## config.mk

```make
export PLATFORM = sky130hd
export DESIGN_NAME = mem_access_stage
export DESIGN_NICKNAME = d
export VERILOG_FILES = /design/src/rtl/cpu_pkg.sv /design/src/rtl/mem_wait_timer.sv /design/src/rtl/mem_access_stage.sv
export SDC_FILE = /design/constraint.sdc
export NUM_CORES = 1
export LEC_CHECK = 0
export ABC_AREA = 1
export BUFFER_PORTS_ARGS = -buffer_cell sky130_fd_sc_hd__buf_2
export CAP_MARGIN = 20
export CORE_AREA = 2 2 103 125
export DETAILED_ROUTE_END_ITERATION = 8
export DIE_AREA = 0 0 105 127
export GPL_TIMING_DRIVEN = 0
export PLACE_DENSITY = 0.94
export SLEW_MARGIN = 20
export SYNTH_ARGS = -nofsm -noshare
export SYNTH_HDL_FRONTEND = slang
export SYNTH_SLANG_ARGS = --single-unit
```

## constraint.sdc

```tcl
create_clock -name clk_i -period 7.9 [get_ports clk_i]
set_clock_uncertainty 0.15 [all_clocks]
set_input_delay 0.79 -clock clk_i [delete_from_list [all_inputs] [get_ports clk_i]]
set_output_delay 0.79 -clock clk_i [all_outputs]
set_load 0.01 [all_outputs]
```

## src/rtl/cpu_pkg.sv

```systemverilog
// Shared CPU definitions: MEM-stage FSM states, bus widths, error bit indices
// and a small address alignment helper.
package cpu_pkg;

  localparam int unsigned XLEN         = 32;
  localparam int unsigned REG_W        = 5;
  localparam int unsigned WB_W         = 2;
  localparam int unsigned ERR_W        = 2;
  localparam int unsigned ERR_MISALIGN = 0;
  localparam int unsigned ERR_TIMEOUT  = 1;

  typedef enum logic {
    IDLE = 1'b0,
    BUSY = 1'b1
  } state_t;

  // Word accesses must have the two low address bits clear.
  function automatic logic is_misaligned(input logic [XLEN-1:0] addr);
    return addr[1:0] != 2'b00;
  endfunction

endpackage

```

## src/rtl/mem_wait_timer.sv

```systemverilog
// Wait counter for outstanding memory accesses.
// Ports:
//   clk_i, rst_i : clock, async active-high reset
//   clr_i        : synchronous clear (has priority over enable)
//   en_i         : count one cycle
//   tc_o         : terminal count, high while the count equals TIMEOUT-1
module mem_wait_timer #(
  parameter int unsigned TIMEOUT = 16
) (
  input  logic clk_i,
  input  logic rst_i,
  input  logic clr_i,
  input  logic en_i,
  output logic tc_o
);

  localparam int unsigned CNT_W = (TIMEOUT > 2) ? $clog2(TIMEOUT) : 1;

  logic [CNT_W-1:0] r_cnt;
  logic             w_tc;

  assign w_tc = (r_cnt == CNT_W'(TIMEOUT - 1));
  assign tc_o = w_tc;

  // Saturates at the terminal value so it never wraps back to zero.
  always_ff @(posedge clk_i or posedge rst_i) begin
    if (rst_i) begin
      r_cnt <= '0;
    end else if (clr_i) begin
      r_cnt <= '0;
    end else if (en_i && !w_tc) begin
      r_cnt <= r_cnt + CNT_W'(1);
    end
  end

endmodule

```

## src/rtl/mem_access_stage.sv

```systemverilog
// MEM pipeline stage: word loads/stores over a req/ack data-memory port,
// upstream stall while an access is outstanding, registered writeback bundle,
// misaligned-address and ack-timeout error pulses.
// Ports:
//   clk_i, rst_i                      : clock, async active-high reset
//   WBsig_i, MemRead_i, MemWrite_i,
//   ALUdata_i, RS2data_i, RDaddr_i    : EX/MEM bundle
//   mem_req_o, mem_we_o, mem_addr_o,
//   mem_wdata_o, mem_ack_i, mem_rdata_i : data-memory port
//   stall_o                           : combinational upstream hold
//   WBsig_o, MemData_o, ALUdata_o,
//   RDaddr_o                          : registered MEM/WB bundle
//   err_o                             : one-cycle error pulse (bit0 misalign, bit1 timeout)
module mem_access_stage
  import cpu_pkg::*;
#(
  parameter int unsigned TIMEOUT = 16
) (
  input  logic              clk_i,
  input  logic              rst_i,
  input  logic [WB_W-1:0]   WBsig_i,
  input  logic              MemRead_i,
  input  logic              MemWrite_i,
  input  logic [XLEN-1:0]   ALUdata_i,
  input  logic [XLEN-1:0]   RS2data_i,
  input  logic [REG_W-1:0]  RDaddr_i,
  output logic              mem_req_o,
  output logic              mem_we_o,
  output logic [XLEN-1:0]   mem_addr_o,
  output logic [XLEN-1:0]   mem_wdata_o,
  input  logic              mem_ack_i,
  input  logic [XLEN-1:0]   mem_rdata_i,
  output logic              stall_o,
  output logic [WB_W-1:0]   WBsig_o,
  output logic [XLEN-1:0]   MemData_o,
  output logic [XLEN-1:0]   ALUdata_o,
  output logic [REG_W-1:0]  RDaddr_o,
  output logic [ERR_W-1:0]  err_o
);

  state_t            r_state;
  logic [WB_W-1:0]   r_wbsig;
  logic [REG_W-1:0]  r_rd;

  logic w_access;
  logic w_misaligned;
  logic w_busy;
  logic w_tc;

  assign w_access     = MemRead_i | MemWrite_i;
  assign w_misaligned = is_misaligned(ALUdata_i);
  assign w_busy       = (r_state == BUSY);

  // Timer is held at zero in IDLE, so it starts clean for every access.
  mem_wait_timer #(
    .TIMEOUT (TIMEOUT)
  ) u_timer (
    .clk_i (clk_i),
    .rst_i (rst_i),
    .clr_i (!w_busy),
    .en_i  (w_busy && !mem_ack_i),
    .tc_o  (w_tc)
  );

  // Releases upstream on ack, and on the terminal wait cycle so the aborted
  // access does not hold the pipeline past the abort edge.
  assign stall_o = w_busy ? (!mem_ack_i && !w_tc)
                          : (w_access && !w_misaligned);

  // Stage FSM with registered memory port and writeback bundle.
  always_ff @(posedge clk_i or posedge rst_i) begin
    if (rst_i) begin
      r_state     <= IDLE;
      r_wbsig     <= '0;
      r_rd        <= '0;
      mem_req_o   <= 1'b0;
      mem_we_o    <= 1'b0;
      mem_addr_o  <= '0;
      mem_wdata_o <= '0;
      WBsig_o     <= '0;
      MemData_o   <= '0;
      ALUdata_o   <= '0;
      RDaddr_o    <= '0;
      err_o       <= '0;
    end else begin
      err_o <= '0;
      if (r_state == IDLE) begin
        if (!w_access) begin
          WBsig_o   <= WBsig_i;
          ALUdata_o <= ALUdata_i;
          RDaddr_o  <= RDaddr_i;
        end else if (w_misaligned) begin
          WBsig_o             <= '0;
          ALUdata_o           <= ALUdata_i;
          RDaddr_o            <= RDaddr_i;
          err_o[ERR_MISALIGN] <= 1'b1;
        end else begin
          r_state     <= BUSY;
          mem_req_o   <= 1'b1;
          mem_we_o    <= MemWrite_i;
          mem_addr_o  <= {ALUdata_i[XLEN-1:2], 2'b00};
          mem_wdata_o <= RS2data_i;
          r_wbsig     <= WBsig_i;
          r_rd        <= RDaddr_i;
          WBsig_o     <= '0;
        end
      end else begin
        // Ack has priority over the timeout abort.
        if (mem_ack_i) begin
          r_state   <= IDLE;
          mem_req_o <= 1'b0;
          WBsig_o   <= r_wbsig;
          ALUdata_o <= mem_addr_o;
          RDaddr_o  <= r_rd;
          if (!mem_we_o) begin
            MemData_o <= mem_rdata_i;
          end
        end else if (w_tc) begin
          r_state            <= IDLE;
          mem_req_o          <= 1'b0;
          WBsig_o            <= '0;
          err_o[ERR_TIMEOUT] <= 1'b1;
        end
      end
    end
  end

endmodule

```

# == After elaboration in Yosys (flattened, before gate mapping) ==
# Cells that the tools add are included.
# totals
out_inout_bits,140
ram_bits,0
register_bits,149
in_bits,108
wordCells,68
memories,0
latch_bits,0
rom_bits,0
# classes
addsub,1
div,0
bitwise_logic,4
n_reduce_logical,13
shift,0
order_cmp,0
eq_ne,6
n_mul,0
n_mux,31
# op_table
operator,n
2-to-1 mux 32 bit,4
2-to-1 mux 5 bit,4
2-to-1 mux 1 bit,17
AND reduction 3 bit,3
2-to-1 mux 2 bit,4
2-to-1 mux 4 bit,2
"!= test 3 x 2 -> 1 bit, second input constant",2
"adder 4 x 1 -> 4 bit, second input constant",1
"== test 4 bit, second input constant",1
logical AND 1 bit,4
"!= test 2 bit, second input constant",2
nonzero test 2 bit,2
zero test 1 bit,3
NOT 1 bit,3
"!= test 2 x 1 -> 1 bit, second input constant",1
AND reduction 2 bit,1
bitwise OR 1 bit,1

# == Depth between registers and ports, before layout ==
# Gate-level depths: netlist of run 1.
# depth
depth_word,5
ltp_mapped,8
ltp_nobuf,6

# == Hierarchy ==
# From an unflattened synthesis of run 1, not the netlist that was laid out.
# hier_totals
hier_cells,739
hier_area_um2,6369.9
# modules_own_cells
module,cells_each,area_each_um2,seq_area_each_um2,n_inst
mem_access_stage,709,6140.9,3628.5,1
mem_wait_timer,30,229.0,100.1,1

# == Worst setup path before layout of run 1 ==
# No wires, ideal clock.
# synth_path
path_kind,in2out
from,input port ALUdata_i[1]
to,output port stall_o
path_stages,5
required_time_ps,6960
path_buffers,2
t_arrival_ps,1508
setup_slack_ps,5452
path_cell_list,nor2_1 -> nand3_4 -> buf_4 -> buf_6 -> nand2_1
# synth_between
elab_chain_len,4
# synth_lines
item,line_no,source
from (decl),mem_access_stage.sv:24,"input logic [XLEN-1:0] ALUdata_i,"
nonzero test 2 bit,cpu_pkg.sv:19,return addr[1:0] != 2'b00;
zero test 1 bit,mem_access_stage.sv:68,: (w_access && !w_misaligned);
logical AND 1 bit,mem_access_stage.sv:68,
2-to-1 mux 1 bit,mem_access_stage.sv:67,assign stall_o = w_busy ? (!mem_ack_i && !w_tc)
to (decl),mem_access_stage.sv:33,"output logic stall_o,"
# Every way passes these cells.

# == Worst setup path after layout of run 1 ==
# Ends and elaborated chain as after synthesis.

==> impl_metrics.ini, run 1 <==
[worst_hold_path]
hp-class = in2async

[synth]
syn_inst = 728
synth_top_cells_by_area = dfrtp_1, nand2_1, o21ai_0, inv_1, nand3_1
synth_area_um2 = 6330
yosysUniqueCellTypes = 19
yosysWarnings = 0
synth.most_common_cell = nand2_1
synth.avg_cell_area_um2 = 8.69
synth_ff_type = dfrtp_1
synth_seq_cells = 149
synth_async_sr_flop_share_pct = 100
yosys.area.top_type_share_pct = 58.9
synth_top_area_cell = dfrtp_1
synth_edf_count = 0
ys_seq_area_share_pct = 58.9
synth_commonest_cells = nand2_1, dfrtp_1, o21ai_0

[critical_path]
worstSetupPathType = in2out
worstPathRequired_ns = 6.96
r2r_cells = 5
regToRegSetupSlack_ns = 6.21
r2r-end = mem_wdata_o[20]
endpoint_kind = output pin
r2r_start = r_state
crit_arrival_ns = 1.89
worst_setup_path_start_kind = input port
crit_fanout = 10

[timing]
worst_pin_slew_ns = 0.610
finalSetupViolCount = 0
post-route-period-util_pct = 35.8
final.setup.tns_ns = 0
max_freq_mhz = 354
rsz0062_at_grt = false
finalCriticalPeriod_ns = 2.83
finalMaxSlewViolations = 0
slew_headroom_pct = 59.3
hold_viol = 0

[placement]
port_buffers = 245
dp_hpwl_um = 12900
gp_congestion = 0.825

[grt]
met1_usage_pct = 30.9
overflow = 0
grt_use_total_pct = 26.7
grt_use_met2_pct = 47.0
first_global_vias = 5741
grt_max_degree = 82
top_usage_layer = met2
antenna_found_initial = 1
grt_pass1_wl_um = 27800
use_met3_pct = 6.53

[floorplanning]
core-area_um2 = 12000
start_util_pct = 52.7
die-area_um2 = 13300
chipWidth_um = 105
placementRows = 44
boundaryPins = 248
die_h_um = 127

[route]
via_count = 5850
viasPerCell = 5.01
dr.pass1.iters = 5
drt-total-wl_um = 17400
ant_nets = 0
drcViolationCount = 0
avgRoutedWirePerCell_um = 14.9
dr.first_iter.drc_count = 323

[clock_network]
cts_resized = 0
cts_tree = built
htreeDepth = 4
cts_root_buffer = clkbuf_16
cts_setup_buffers = 0
cts_hold_buffers = 0
clkSinkCount = 149
insertion_delay_ns = 0.42
cts.clk_slew.worst_paths_ns = 0.06
cts_made_buffers = 17
clock_path_buffers = 2

[finish]
drive_gt1_share_pct = 31.0
diodes = 0
area_growth_pct = 32.5
final_net_count = 1103
fin_util_pct = 69.8

[power]
power.leakage_nw = 4.83
powerDensity_nw_per_um2 = 287
ir_drop_mv = 0.187

[flow_run]
drv_cap = 0

[run_status]
status = finished, final reports clean
where the power goes:
group	internal [mW]	switching, mW
clock	0.480	0.327
sequential	0.934	0.105
combinational	0.231	0.331
total	1.64	0.763
final cells by class:
| type | count | area [µm²] |
|---|---|---|
| clock inverters | 12 | 141 |
| flip-flops and latches | 149 | 3730 |
| inverters | 108 | 418 |
| clock buffers | 20 | 447 |
| multi-input cells | 430 | 1890 |
| repair buffers | 246 | 1250 |
| well taps | 161 | 201 |
| plain buffers | 42 | 298 |
| fillers | 933 | 3620 |
cells in the final DEF (no fill, tap or decap), types with 6 or more instances in the layout:
cell type  synthesis  routed
clkbuf_1          13      15
o21ai_0          133     133
dfrtp_1          149     149
buf_4              9       9
buf_2              7     252
inv_6              1       6
inv_1            106     105
nor2_1             7       7
clkbuf_16          0      17
buf_6             13      13
o21ai_1            7       7
nand3_1           48      48
nand2_1          228     228
worst max-delay path, cell delays in order:
cell and delay (ns):
buf_2 0.12, nor2_1 0.17, nand3_4 0.18, buf_4 0.23, buf_6 0.15, nand2_1 0.07
buf_2 0.15
state kept, by name (all words and copies together), names as in the netlist:
name	flops
r_state	1
r_rd	5
RDaddr_o	5
r_wbsig	2
WBsig_o	2
ALUdata_o	32
mem_wdata_o	32
u_timer.r_cnt	4
mem_we_o	1
MemData_o	32
err_o	2
mem_addr_o	30
mem_req_o	1
per-layer routing:
| layer | vias to the layer above | wire, µm | share of wire, % |
|---|---|---|---|
| li1 | 2787 | - | - |
| met1 | 2731 | 6460 | 37 |
| met2 | 293 | 9050 | 52 |
| met3 | 39 | 1340 | 7.7 |
| met4 | 0 | 515 | 3.0 |
| met5 | - | 0 | 0 |
kinds of logic after synthesis:
kind of cell	after synthesis	synth area share (%)
other	1	0.0593
adders and majority gates	1	0.198
AOI/OAI and AO/OA	140	11.1
buffers and inverters	150	11.2
DFF	149	58.9
and+or+nand+nor	287	18.5
how the worst max path moves through the flow:
stage / from / depth (start not counted) / slack, ns / to
floorplan: rst_i / 1 / 2.95 / ALUdata_o[0]
global placement: rst_i / 2 / 1.44 / mem_wdata_o[5]
detailed placement: ALUdata_i[1] / 7 / 5.06 / stall_o
CTS: ALUdata_i[1] / 7 / 5.06 / stall_o
global route: ALUdata_i[1] / 7 / 4.98 / stall_o
finish: ALUdata_i[1] / 7 / 5.07 / stall_o
per-stage QoR:
| stage | power, mW | area, µm² | setup slack (ns) | instances | hold slack [ns] |
|---|---|---|---|---|---|
| 6_report | 2.41 | 8380 | 5.07 | 1168 | 0.253 |
| 5_1_grt | 2.54 | 8380 | 4.98 | 1168 | 0.285 |
| 4_1_cts | 2.42 | 8380 | 5.06 | 1168 | 0.270 |
| 3_5_place_dp | 1.61 | 7790 | 5.06 | 1136 | 0.303 |
| 3_3_place_gp | 1.58 | 7760 | 1.44 | 1135 | 0.298 |
| 2_1_floorplan | 1.33 | 6330 | 2.95 | 729 | 0.303 |
No activity file was read; power rests on OpenSTA's default activity.
==> run 2, diff against run 1 <==
--- a/config.mk
+++ b/config.mk
@@ -8,11 +8,11 @@
 export ABC_AREA = 1
 export BUFFER_PORTS_ARGS = -buffer_cell sky130_fd_sc_hd__buf_2
 export CAP_MARGIN = 20
-export CORE_AREA = 2 2 103 125
+export CORE_AREA = 2 2 107 130
 export DETAILED_ROUTE_END_ITERATION = 8
-export DIE_AREA = 0 0 105 127
+export DIE_AREA = 0 0 109 132
 export GPL_TIMING_DRIVEN = 0
-export PLACE_DENSITY = 0.94
+export PLACE_DENSITY = 0.88
 export SLEW_MARGIN = 20
 export SYNTH_ARGS = -nofsm -noshare
 export SYNTH_HDL_FRONTEND = slang
==> constraint.sdc (replaced) <==
create_clock -name clk_i -period 2.6 [get_ports clk_i]
set_clock_uncertainty 0.15 [all_clocks]
set_input_delay 0.26 -clock clk_i [delete_from_list [all_inputs] [get_ports clk_i]]
set_output_delay 0.26 -clock clk_i [all_outputs]
set_load 0.01 [all_outputs]
==> run 2 against run 1 <==
  * Final area grew 13%
  * Highest routed layer unchanged
  * Largest power group unchanged
  * Largest cell class unchanged
  * Die area is 7.9% higher
  * Non-clock buffer count is 105 higher
  * Setup slack got worse by 4.8 ns
==> impl_metrics.ini, run 2 (same netlist as run 1, synthesis figures left out) <==
[critical_path]
worst_setup_path_start_kind = input port
r2r-end = mem_wdata_o[18]
regToRegSetupSlack_ns = 0.92
endpoint_kind = output pin
r2r_start = r_state
r2r_cells = 5
crit_fanout = 10
crit_arrival_ns = 1.94
worstSetupPathType = in2out
critPathLaunch = ALUdata_i[1]
critPathCapture = stall_o
worstPathRequired_ns = 2.19

[timing]
finalSetupViolCount = 0
hold_viol = 0
max_freq_mhz = 425
finalCriticalPeriod_ns = 2.35
holdWs_ns = 0.00801
rsz0062_at_grt = false
slew_headroom_pct = 62.8
post-route-period-util_pct = 90.5
finalMaxSlewViolations = 0
final.setup.tns_ns = 0
worst_pin_slew_ns = 0.558

[power]
seqPwrFrac_pct = 42.8
switching_share_pct = 32.3
power.leakage_nw = 5.25
total_power_mw = 7.42
pwr-share-comb_pct = 25.5
power_frac_clock_pct = 31.7
p_int_mw = 5.02
p_switching_mw = 2.40
ir_drop_mv = 0.505
powerDensity_nw_per_um2 = 786

[route]
via_count = 6521
drt-total-wl_um = 21100
dr.first_iter.drc_count = 417
ant_nets = 0
viasPerCell = 5.09
avgRoutedWirePerCell_um = 16.5
dr.pass1.iters = 6
drcViolationCount = 0

[floorplanning]
die-area_um2 = 14400
start_util_pct = 48.4
placementRows = 46
die_h_um = 132
core-area_um2 = 13100
boundaryPins = 248
chipWidth_um = 109

[finish]
area_growth_pct = 49.2
top_regs = ALUdata_o x32, MemData_o x32, mem_wdata_o x32
final_net_count = 1208
drive_gt1_share_pct = 28.2
mostFrequentLayoutCells = buf_2, nand2_1, dfrtp_1
layout.cells.most_common = buf_2

[grt]
grt_use_total_pct = 30.2
grt_max_degree = 35
first_global_vias = 6934
grt_pass1_wl_um = 33700
antenna_found_initial = 1
overflow = 0

[placement]
gp_congestion = 0.812
port_buffers = 245
dp_hpwl_um = 13000

[clock_network]
clkSinkCount = 149
cts_setup_buffers = 0
cts.clk_slew.worst_paths_ns = 0.06
cts_hold_buffers = 102
cts_root_buffer = clkbuf_16
clock_path_buffers = 2
insertion_delay_ns = 0.41
htreeDepth = 4
cts_tree = built
cts_made_buffers = 17
cts_resized = 0

[worst_hold_path]
hp-class = in2reg

[run_status]
status = finished, final reports clean

[flow_run]
drv_cap = 0
run 2: cell count changes in the layout (fill, tap and decap cells not counted), moves of 2 or more:
| cell | delta |
|---|---|
| inv_6 | -3 |
| buf_12 | +4 |
| inv_8 | -2 |
| dlygate4sd3_1 | +102 |
| clkinvlp_4 | +5 |
run 2: how the worst min path moves through the flow:
| stage | start | endpoint | slack (ns) | cells after the start |
|---|---|---|---|---|
| after global routing | ALUdata_i[4] | mem_addr_o[4] | 0.006 | 3 |
| after CTS | ALUdata_i[4] | mem_addr_o[4] | 0.003 | 3 |
| after detailed placement | rst_i | ALUdata_o[24] | 0.17 | 2 |
| final | ALUdata_i[0] | ALUdata_o[0] | 0.008 | 3 |
| after global placement | ALUdata_o[17] | ALUdata_o[17] | 0.30 | 2 |
| after floorplan | ALUdata_i[0] | ALUdata_o[0] | 0.23 | 2 |
run 2: power groups by stage:
stage | registers, mW | logic (mW) | clock network (mW)
final | 3.18 | 1.89 | 2.35
after global routing | 3.23 | 2.09 | 2.50
after CTS | 3.15 | 1.84 | 2.39
after detailed placement | 3.18 | 1.73 | 0
after global placement | 3.17 | 1.64 | 0
after floorplan | 3.39 | 0.650 | 0
run 2: stage by stage:
stage	std cells	utilization (%)	setup slack [ns]	cell area, µm²
finish	1281	72.2	0.246	9440
global route	1281	72.2	0.159	9440
CTS	1280	72.2	0.229	9440
detailed placement	1146	60.1	0.789	7850
global placement	1142	59.5	-0.602	7770
floorplan	729	-	0.315	6330
run 2: critical path: stages:
cell and delay (ns):
dlygate4sd3_1 0.53, buf_2 0.15, nor2_1 0.19, nand3_4 0.18, buf_4 0.23, buf_6 0.16, nand2_1 0.08, buf_2 0.15
run 2: cell type report:
class	instances	area [µm²]
Clock buffer	22	464
Tap cell	168	210
Inverter	108	414
Timing Repair Buffer	351	2330
Multi-Input combinational cell	430	1890
Fill cell	871	3630
Sequential cell	149	3730
Antenna cell	1	2.50
Clock inverter	10	98.8
Buffer	42	298
run 2: per-layer routing:
metal | part of all wire (%) | wire length, µm | GRT usage [%] | vias up
met5 | 0 | 0 | 0 | -
met4 | 4.6 | 962 | 16.4 | 0
met3 | 7.6 | 1600 | 7.76 | 82
met2 | 52 | 11000 | 52.7 | 370
met1 | 36 | 7560 | 32.9 | 3068
li1 | - | - | - | 3001
